### config.mk
export PLATFORM = sky130hd
export DESIGN_NAME = wrr_share_arb
export DESIGN_NICKNAME = d
export VERILOG_FILES = /design/src/rtl/wrr_share_pkg.sv /design/src/rtl/wrr_share_arb_rr_pick.sv /design/src/rtl/wrr_share_arb.sv
export SDC_FILE = /design/constraint.sdc
export NUM_CORES = 1
export LEC_CHECK = 0
export ABC_AREA = 1
export CAP_MARGIN = 0
export CELL_PAD_IN_SITES_DETAIL_PLACEMENT = 1
export CELL_PAD_IN_SITES_GLOBAL_PLACEMENT = 2
export CORE_UTILIZATION = 21
export DETAILED_ROUTE_END_ITERATION = 6
export PLACE_DENSITY = 0.84
export SYNTH_ARGS = -nofsm -noshare
export SYNTH_HDL_FRONTEND = slang
export SYNTH_SLANG_ARGS = --single-unit
### constraint.sdc
create_clock -name clk -period 2.75 [get_ports clk]
set_input_delay 0.4125 -clock clk [delete_from_list [all_inputs] [get_ports clk]]
set_output_delay 0.4125 -clock clk [all_outputs]
set_load 0.02 [all_outputs]
### src/rtl/wrr_share_pkg.sv
// Shared types and helpers for the weighted round-robin shared-port arbiter.
package wrr_share_pkg;

    typedef enum logic {
        IDLE  = 1'b0,
        GRANT = 1'b1
    } state_t;

    // Advance a requester index by one, wrapping from n-1 back to 0.
    function automatic int wrap_inc(input int idx, input int n);
        return (idx >= n - 1) ? 0 : idx + 1;
    endfunction

endpackage

### src/rtl/wrr_share_arb_rr_pick.sv
// Combinational rotate-priority picker: first set request at or after ptr, with wrap.
module rr_pick #(
    parameter int N  = 4,
    parameter int IW = $clog2(N)
) (
    input  logic [N-1:0]  req,
    input  logic [IW-1:0] ptr,
    output logic          found,
    output logic [IW-1:0] idx,
    output logic [N-1:0]  onehot
);

    int j;

    always_comb begin
        found  = 1'b0;
        idx    = '0;
        onehot = '0;
        j      = 0;
        for (int k = 0; k < N; k++) begin
            j = int'(ptr) + k;
            if (j >= N) j = j - N;
            if (!found && req[j[IW-1:0]]) begin
                found              = 1'b1;
                idx                = j[IW-1:0];
                onehot[j[IW-1:0]]  = 1'b1;
            end
        end
    end

endmodule

### src/rtl/wrr_share_arb.sv
// Weighted round-robin arbiter sharing one valid/ready beat port among N requesters.
module wrr_share_arb
    import wrr_share_pkg::*;
#(
    parameter  int N  = 4,
    parameter  int DW = 8,
    parameter  int WW = 4,
    localparam int IW = $clog2(N)
) (
    input  logic            clk,
    input  logic            rst_n,
    input  logic [N-1:0]    req,
    input  logic [N*DW-1:0] req_data,
    input  logic [N*WW-1:0] weight,
    output logic [N-1:0]    req_ready,
    output logic [N-1:0]    gnt,
    output logic [IW-1:0]   gnt_id,
    output logic            busy,
    output logic            shared_valid,
    output logic [DW-1:0]   shared_data,
    input  logic            shared_ready
);

    state_t        state;
    logic [IW-1:0] ptr;
    logic [WW-1:0] credit;

    logic [IW-1:0] pick_ptr;
    logic          pick_found;
    logic [IW-1:0] pick_idx;
    logic [N-1:0]  pick_oh;
    logic          xfer;
    logic          rel;
    logic          load;

    assign busy         = (state == GRANT);
    assign shared_valid = busy & req[gnt_id];
    assign shared_data  = busy ? req_data[int'(gnt_id)*DW +: DW] : '0;
    assign xfer         = shared_valid & shared_ready;
    assign req_ready    = gnt & {N{xfer}};

    // Burst ends on the last credited beat or when the grantee drops its request.
    assign rel  = busy & ((xfer & (credit == '0)) | ~req[gnt_id]);
    assign load = pick_found & (~busy | rel);

    // At a release edge the scan starts just past the grantee, so it wins only when alone.
    assign pick_ptr = busy ? IW'(wrap_inc(int'(gnt_id), N)) : ptr;

    rr_pick #(.N(N), .IW(IW)) u_pick (
        .req    (req),
        .ptr    (pick_ptr),
        .found  (pick_found),
        .idx    (pick_idx),
        .onehot (pick_oh)
    );

    always_ff @(posedge clk or negedge rst_n) begin
        if (!rst_n) begin
            state  <= IDLE;
            ptr    <= '0;
            credit <= '0;
            gnt    <= '0;
            gnt_id <= '0;
        end else begin
            if (rel) ptr <= pick_ptr;
            if (load) begin
                state  <= GRANT;
                gnt    <= pick_oh;
                gnt_id <= pick_idx;
                credit <= weight[int'(pick_idx)*WW +: WW];
            end else if (rel) begin
                state <= IDLE;
                gnt   <= '0;
            end else if (xfer && credit != '0) begin
                credit <= credit - 1'b1;
            end
        end
    end

endmodule

# Word-level counts from Yosys, hierarchy flattened
# Cells that the tools add are included.
# classes
reduce_logical,16
shift,2
bitwise,13
mux,44
add_sub_neg,9
n_lt_le_gt_ge,14
eq_ne,1
# op_table
op,count
$mux W4,9
$shiftx A32 B6 Y8,1
$mux W2,10
$shiftx A16 B5 Y4,1
$lt A2 B3 Y1 const B,5
$mux W1,15
$or A4 B4 Y4,3
$bmux W1 S2,5
$ge A3 B3 Y1 const B,3
$demux W1 S2,4
$ge A2 B1 Y1 const B,4
$logic_and A1 B1 Y1,8
$mux W8,1
$sub A2 B1 Y2 const B,4
$add A2 B2 Y3 const B,2
$and A1 B1 Y1,5
$and A4 B4 Y4,1
$logic_not A4 Y1,1
$reduce_bool A2 Y1,2
$reduce_bool A4 Y1,1
$sub A4 B1 Y4 const B,1
$add A2 B1 Y3 const B,1
$ge A2 B3 Y1 const B,1
$logic_not A1 Y1,3
other kinds (6),8
# totals
ff_bits,13
out_inout_bits,20
inputBits,55
word_cells,104

# Logic depth before layout (Yosys ltp)
# Gate-level depths: netlist of the first run.
# logic_depth
word_depth,20
depth_mapped,18
depth_no_buf,18

# Modules after synthesis
# From an unflattened synthesis of the first run, not the netlist that was laid out.
# hier_totals
hier_cells,273
hier_area_um2,1766.7
# modules_own_cells
mod,instances,area_each_um2,cells_each,seq_area_each_um2
wrr_share_arb,1,1326.3,199,325.3
rr_pick,1,440.4,74,0.0

# Worst setup path after synthesis of the first run
# No wires, ideal clock.
# synth_path
path_type,register to register
from,reg gnt_id[0]
to,reg credit[3]
required_time_ps,2637
stages_incl_launch_ff,18
path_buffers,0
setup_time_ps,113
setup_slack_ps,264
arrival_ps,2373
path_cell_list,dfrtp_1 -> ha_1 -> nor2_2 -> nand2_4 -> nand2_8 -> ha_1 -> inv_1 -> nand3_1 -> nand2_4 -> nand4_4 -> inv_2 -> nand2_1 -> nand2_2 -> inv_2 -> nand2_1 -> nand3_1 -> nand2_1 -> inv_1
# synth_between
elab_chain_cells,20
elab_cells_between_ends,57
classes_between,8 x add/sub; 5 x order compare; 1 x eq/ne; 1 x shift; 25 x mux; 8 x bitwise; 9 x reduce/logical
# synth_lines
item,line,text
from (decl),wrr_share_arb.sv:17,"output logic [IW-1:0] gnt_id,"
from (signal assigned),wrr_share_arb.sv:69,gnt_id <= pick_idx;
"parallel branches: the longest is 20 deep, another holds $add A2 B1 Y3",--,
to (signal assigned),wrr_share_arb.sv:70,credit <= weight[int'(pick_idx)*WW +: WW];
to (signal assigned),wrr_share_arb.sv:75,credit <= credit - 1'b1;
to (decl),wrr_share_arb.sv:26,logic [WW-1:0] credit;
# Parallel ways; which one is timed is not known. The select of a mux whose other input is x is not followed.
# A chain may end at the register's enable or synchronous reset.

# Final worst setup path of the first run
# layout_path
from,in req[0]
to,out shared_valid
# layout_between
elab_chain_cells,3
# layout_lines
item,line,text
from (decl),wrr_share_arb.sv:12,"input logic [N-1:0] req,"
$bmux W1 S2,wrr_share_arb.sv:37,assign shared_valid = busy & req[gnt_id];
$mux W1 (not written as such),wrr_share_arb.sv:37,
$and A1 B1 Y1,wrr_share_arb.sv:37,
to (decl),wrr_share_arb.sv:19,"output logic shared_valid,"
# Every way passes these cells. The select of a mux whose other input is x is not followed.

==> results of run 1 <==
==> how the worst max path moves through the flow <==
stage                         start            to  slack, ns
final                        req[0]  shared_valid       0.21
after global routing      gnt_id[0]        gnt[0]      -0.01
after CTS                    req[2]  req_ready[1]       0.05
after detailed placement     req[2]  req_ready[1]       0.06
after global placement       req[0]  req_ready[1]       0.10
after floorplan           gnt_id[0]     credit[3]       0.26
==> cells in the mapped netlist (3+ instances only) <==
| cell | instances | area share, % |
|---|---|---|
| o22ai_1 | 3 | 1.1 |
| nand4_1 | 3 | 1.1 |
| o211ai_1 | 4 | 1.7 |
| ha_1 | 11 | 7.9 |
| nor2_1 | 40 | 8.6 |
| nand2_4 | 7 | 4.5 |
| inv_2 | 3 | 0.64 |
| inv_1 | 28 | 6.0 |
| dfrtp_1 | 13 | 19 |
| buf_2 | 3 | 0.86 |
| nand2_1 | 51 | 11 |
| a21oi_1 | 15 | 4.3 |
| o21ai_0 | 23 | 6.6 |
| nand3_1 | 42 | 12 |
==> cell type report <==
type | instances | area (um^2)
multi-input cells | 222 | 1260
well taps | 102 | 128
inverters | 33 | 130
flip-flops and latches | 13 | 325
clock inverters | 1 | 5.00
repair buffers | 88 | 856
clock buffers | 3 | 41.3
fillers | 1002 | 5140
==> worst max-delay path, delay by kind of cell <==
kind / cells / cell delay [ns]
buffers and inverters: 4 / 1.33
AND/OR/NAND/NOR: 2 / 0.23
AO/OA/AOI/OAI: 1 / 0.15
==> report_power, final <==
part / switching, mW / leakage (nW) / internal [mW]
registers: 0.0718 / 0.157 / 0.296
clock network: 0.0720 / 0.0255 / 0.100
logic: 2.36 / 1.12 / 1.40
total: 2.50 / 1.30 / 1.79
==> cell families (layout without fill, tap and decap cells) <==
group | after synthesis | in the layout | share of synthesized area [%]
fa+ha+maj | 11 | 11 | 7.86
buf+inv | 41 | 125 | 10.0
xor+xnor | 2 | 2 | 1.00
compound gates | 52 | 52 | 16.9
flops | 13 | 13 | 18.6
simple gates | 157 | 157 | 45.6
==> state kept, by name, summed over array words and instances, names as in the netlist <==
signal  count
credit      4
gnt_id      2
busy        1
gnt         4
ptr         2
==> what timing repair did <==
item	4_1_cts	5_1_grt
setup buffers	0	4
gates resized for setup	0	9
setup endpoints to repair	0	14
hold buffers	0	0
==> metal layers <==
metal,up-vias,global-route usage (%)
li1,1086,-
met1,1011,17.1
met2,30,28.7
met3,8,2.60
met4,0,3.59
met5,-,0
==> metrics.md, run 1 <==
| Metric | Value |
|---|---|
| Worst-Margin Slew | `0.601 ns` |
| Worst path cell trace | `clkdlybuf4s50_1 -> inv_1 -> o21ai_0 -> nand2_1 -> nor2_2 -> buf_4 -> clkdlybuf4s50_1` |
| Worst Setup End Kind | `primary output` |
| Count of cell types in the netlist | `36` |
| Clk slew on worst S/H paths | `0.06 ns` |
| DP Worst Slack | `0.0553 ns` |
| Setup slack, reg-to-reg | `0.26 ns` |
| Most used cell, CP | `clkdlybuf4s50_1` |
| Die ar. | `8700 um^2` |
| Htree depth | `1` |
| HPWL after DPL | `5150 um` |
| Initial antenna violation count | `0` |
| First-pass GRT wire length | `10400 um` |
| Drt wl/cell | `13.5 um` |
| Fin cells | `462` |
| Commonest cells after routing, fill and taps aside | `70 x clkdlybuf4s50_1, 51 x nand2_1, 42 x nand3_1` |
| Post-synth EDFFs | `0` |
| Fin util | `34.9%` |
| Top Layer Used | `met4` |
| Max incr delay on CP | `0.60 ns` |
| Core ar. | `7890 um^2` |
| CP arrival | `2.12 ns` |
| Slowest CP cell | `clkdlybuf4s50_1` |
| Detailed Routing Iterations Pass 1 | `4` |
| Placed standard-cell area | `2650 um^2` |
| Kind of critical path | `in2out` |
| Design area | `2750 um^2` |
| Seq cells post-synth | `13` |
| RR Endpoint | `gnt[0]` |
| Final worst slack | `0.214 ns` |
| Final nets | `427` |
| PD cells | `1560 nW/um^2` |
| Post-route antenna net violation count | `0` |
| Status | `finished, final reports clean` |
| GPL Wtd Cong | `0.791` |
| Ant diodes | `0` |
| TritonCTS clock tree | `yes` |
| Met3 routed WL | `166 um` |
| Most common cell after layout, fill and taps aside | `clkdlybuf4s50_1` |
| Reg2Reg Depth | `13` |
| Setup_tns | `0 ns` |
| Vias | `2135` |
| DR iter-0 viols | `59` |
| GRT Total Usage | `15.0%` |
| Port bufs | `74` |
| Latest clock arrival within the worst-skew pair | `0.25 ns` |
| Min-Delay Path Class | `in2async` |
| Reg2reg start | `gnt_id[0]` |
| Startpoint types | `input pin` |
| Dpl cells | `454` |
| Max Freq | `0.394 GHz` |
| CTS Sinks | `13` |
| Req. time, crit path | `2.34 ns` |
| Main synth FF type | `dfrtp_1` |
| Gr ovfl total | `0` |
| Clock Skew | `0.00712 ns` |
| Ports | `75` |
| Residual DRC | `0` |
| Synth warn | `0` |
| Layout cells sized above 1 | `12.5%` |
| Fin Hold WS | `0.545 ns` |
| Largest net degree at the start of global routing | `25` |
| WL met2 | `3340 um` |
| IR drop worst, VDD | `432 uV` |
| Worst-path fanout max | `3` |
| Num CTS Buffers | `3` |
| Slew HR | `59.8%` |
| Synthesized area | `1750 um^2` |
| Root Driver | `clkbuf_8` |
| Post-route clock period utilization | `92.2%` |
| Synth Instances | `276` |
| Final Critical Period | `2.54 ns` |
| Max-Cap Viols | `0` |
| Die Wd | `93.3 um` |
| Layout area overhead | `57.1%` |
| Clock Tree Buf Depth | `2` |
| Final Max Slew Viols | `0` |
| Final hold vios | `0` |
| LEAKAGE | `1.30 nW` |
| Asr flop ratio synth | `100%` |
| Tot Pwr | `4.29 mW` |
| Initial Utilization | `22.2%` |
| Chip height | `93.3 um` |
| Finish-stage setup viols | `0` |
| Mean area per synthesized cell | `6.34 um^2` |
| Syn_nets | `342` |
| WL met1 | `2660 um` |
| Drt via density | `4.62` |
| # rows | `32` |
| Routed WL | `6250 um` |
| Number of global-route vias before repair | `2218` |
| Post-synthesis sequential area ratio | `18.6%` |
No activity file was read; power rests on OpenSTA's default activity.
==> run 2: changes to the inputs <==
GPL_TIMING_DRIVEN = 0   (was unset)
==> run 2 against run 1 <==
  * Setup slack worse by 0.044 ns
  * Utilization hardly changed
  * Count of clock-buffer cells in the layout stayed put
  * Critical endpoint is now shared_data[4]
==> metrics.md, run 2 (synthesized netlist as in run 1, its figures left out) <==
| Metric | Value |
|---|---|
| Status | `finished, final reports clean (unchanged)` |
| Post-route antenna net violation count | `0 (unchanged)` |
| Worst Setup End Kind | `primary output (unchanged)` |
| Final nets | `429 (was 427)` |
| Layout area overhead | `57.3% (was 57.1%)` |
| Clk slew on worst S/H paths | `0.06 ns (about the same)` |
| Max-Cap Viols | `0 (unchanged)` |
| Drt wl/cell | `13.3 um (was 13.5 um)` |
| Number of global-route vias before repair | `2240 (was 2218)` |
| Layout cells sized above 1 | `12.7% (was 12.5%)` |
| Worst-Margin Slew | `0.619 ns (was 0.601 ns)` |
| WL met2 | `3110 um (was 3340 um)` |
| Latest clock arrival within the worst-skew pair | `0.25 ns (about the same)` |
| Top flop regs | `credit (4), gnt (4) (unchanged)` |
| Fillers | `1001 (was 1002)` |
| Final hold vios | `0 (unchanged)` |
| CP arrival | `2.17 ns (was 2.12 ns)` |
| Hold Path End | `credit[1]` |
| Commonest cells after routing, fill and taps aside | `67 x clkdlybuf4s50_1, 51 x nand2_1, 42 x nand3_1 (was 70 x clkdlybuf4s50_1, 51 x nand2_1, 42 x nand3_1)` |
| Top Layer Used | `met4 (unchanged)` |
| Core ar. | `7890 um^2 (unchanged)` |
| Die ar. | `8700 um^2 (unchanged)` |
| Final Critical Period | `2.58 ns (was 2.54 ns)` |
| Slowest CP cell | `clkdlybuf4s50_1 (unchanged)` |
| RSZ-0062 raised after global routing | `false` |
| Reg2Reg Depth | `17 (was 13)` |
| Worst path cell trace | `buf_2 -> clkbuf_4 -> nor2_1 -> nor2_1 -> o21ai_0 -> a21oi_1 -> clkdlybuf4s50_1 (was clkdlybuf4s50_1 -> inv_1 -> o21ai_0 -> nand2_1 -> nor2_2 -> buf_4 -> clkdlybuf4s50_1)` |
| RR Endpoint | `credit[0] (was gnt[0])` |
| Ports | `75 (unchanged)` |
| Slew HR | `58.6% (was 59.8%)` |
| Max incr delay on CP | `0.63 ns (was 0.60 ns)` |
| CTS Sinks | `13 (unchanged)` |
| Initial antenna violation count | `0 (unchanged)` |
| Initial Utilization | `22.2% (unchanged)` |
| DR iter-0 viols | `26 (was 59)` |
| Startpoint types | `flop (was input pin)` |
| Num CTS Buffers | `3 (unchanged)` |
| Fin Hold WS | `0.543 ns (was 0.545 ns)` |
| WL met1 | `2920 um (was 2660 um)` |
| Post-route clock period utilization | `93.8% (was 92.2%)` |
| WHS Path Cells | `2` |
| Area of the multi-input gates | `1270 um^2 (was 1260 um^2)` |
| Clock Tree Buf Depth | `2 (unchanged)` |
| Most used cell, CP | `nor2_1 (was clkdlybuf4s50_1)` |
| Clock Skew | `0.00121 ns (was 0.00712 ns)` |
| Final Max Slew Viols | `0 (unchanged)` |
| Reg2reg start | `gnt_id[0] (unchanged)` |
| Routed WL | `6170 um (was 6250 um)` |
| Root Driver | `clkbuf_8 (unchanged)` |
| Detailed Routing Iterations Pass 1 | `4 (unchanged)` |
| Htree depth | `1 (unchanged)` |
| First-pass GRT wire length | `10600 um (was 10400 um)` |
| Residual DRC | `0 (unchanged)` |
| GRT Total Usage | `15.1% (was 15.0%)` |
| Finish-stage setup viols | `0 (unchanged)` |
| Most common cell after layout, fill and taps aside | `clkdlybuf4s50_1 (unchanged)` |
| Vias | `2108 (was 2135)` |
| Req. time, crit path | `2.34 ns (about the same)` |
| Register area | `327 um^2 (was 325 um^2)` |
| Kind of critical path | `reg2out (was in2out)` |
| Ant diodes | `0 (unchanged)` |
| GPL Wtd Cong | `0.768 (was 0.791)` |
| # hold bufs at CTS | `0 (unchanged)` |
| Gr ovfl total | `0 (unchanged)` |
| Chip height | `93.3 um (unchanged)` |
| Worst-path fanout max | `10 (was 3)` |
| Hold Crit Start | `credit[1]` |
| Min-Delay Path Class | `reg2reg (was in2async)` |
| TritonCTS clock tree | `yes (unchanged)` |
| Largest net degree at the start of global routing | `17 (was 25)` |
| HPWL after DPL | `5080 um (was 5150 um)` |
| Max Freq | `0.388 GHz (was 0.394 GHz)` |
| Die Wd | `93.3 um (unchanged)` |
| Met3 routed WL | `112 um (was 166 um)` |
| Drt via density | `4.54 (was 4.62)` |
| Port bufs | `74 (unchanged)` |
| Setup slack, reg-to-reg | `0.21 ns (was 0.26 ns)` |
| # rows | `32 (unchanged)` |
-- run 2: cell types whose count changed in the layout (fill, tap and decap cells not counted), moves of 2 or more --
| cell | change |
|---|---|
| buf_4 | -5 |
| dlygate4sd2_1 | +4 |
| buf_2 | +3 |
| clkdlybuf4s50_1 | -3 |
| buf_6 | +2 |
-- run 2: layout make-up --
class	instances	share of cell area (%)
buffer	7	1.77
sequential	13	11.9
clock buffer	3	1.50
clock inverter	1	0.182
timing repair buffer	83	29.4
multi-input combinational	222	46.0
tap	102	4.63
inverter	33	4.59
-- run 2: worst max path at each step --
stage / end / slack (ns) / from / depth (start not counted)
6_report: shared_data[4] / 0.17 / gnt_id[0] / 7
3_5_place_dp: credit[0] / -0.07 / gnt_id[0] / 17
3_3_place_gp: req_ready[1] / -0.09 / req[3] / 8
2_1_floorplan: credit[3] / 0.26 / gnt_id[0] / 17
4_1_cts: credit[0] / 0.02 / gnt_id[0] / 17
5_1_grt: shared_data[1] / 0.01 / gnt_id[0] / 5
-- run 2: critical path, delay by kind of cell (launching register included) --
| kind | cells | cell delay [ns] |
|---|---|---|
| buffers and inverters | 3 | 1.11 |
| AO/OA/AOI/OAI | 2 | 0.25 |
| flip-flops | 1 | 0.42 |
| AND/OR/NAND/NOR | 2 | 0.14 |
-- run 2: repair_timing --
| item | CTS | global route |
|---|---|---|
| endpoints found under the hold margin | 0 | 0 |
| pin swaps | 0 | 2 |
| gates resized for setup | 8 | 6 |
| endpoints found under the setup margin | 16 | 15 |
| setup buffers | 0 | 9 |
-- run 2: stage by stage --
| stage | TNS (ns) | worst slack [ns] | instances | utilization, % | area [um^2] |
|---|---|---|---|---|---|
| after global placement | -0.282 | -0.0890 | 452 | 33.2 | 2620 |
| after global routing | 0 | 0.00992 | 464 | 34.9 | 2750 |
| after detailed placement | -0.436 | -0.0726 | 452 | 33.2 | 2620 |
| after CTS | 0 | 0.0174 | 455 | 33.8 | 2660 |
| final | 0 | 0.171 | 464 | 34.9 | 2750 |
| after floorplan | 0 | 0.264 | 276 | - | 1750 |
-- run 2: metal layers --
metal  vias to the layer above  global-route usage, %
met4                         0                   2.31
met1                       996                   20.4
met5                         -                      0
met2                        23                   25.6
li1                       1085                      -
met3                         4                   2.52
Power of run 2 is not shown: default switching activity piles up to over one toggle a cycle in this logic, so the estimate is an artifact.
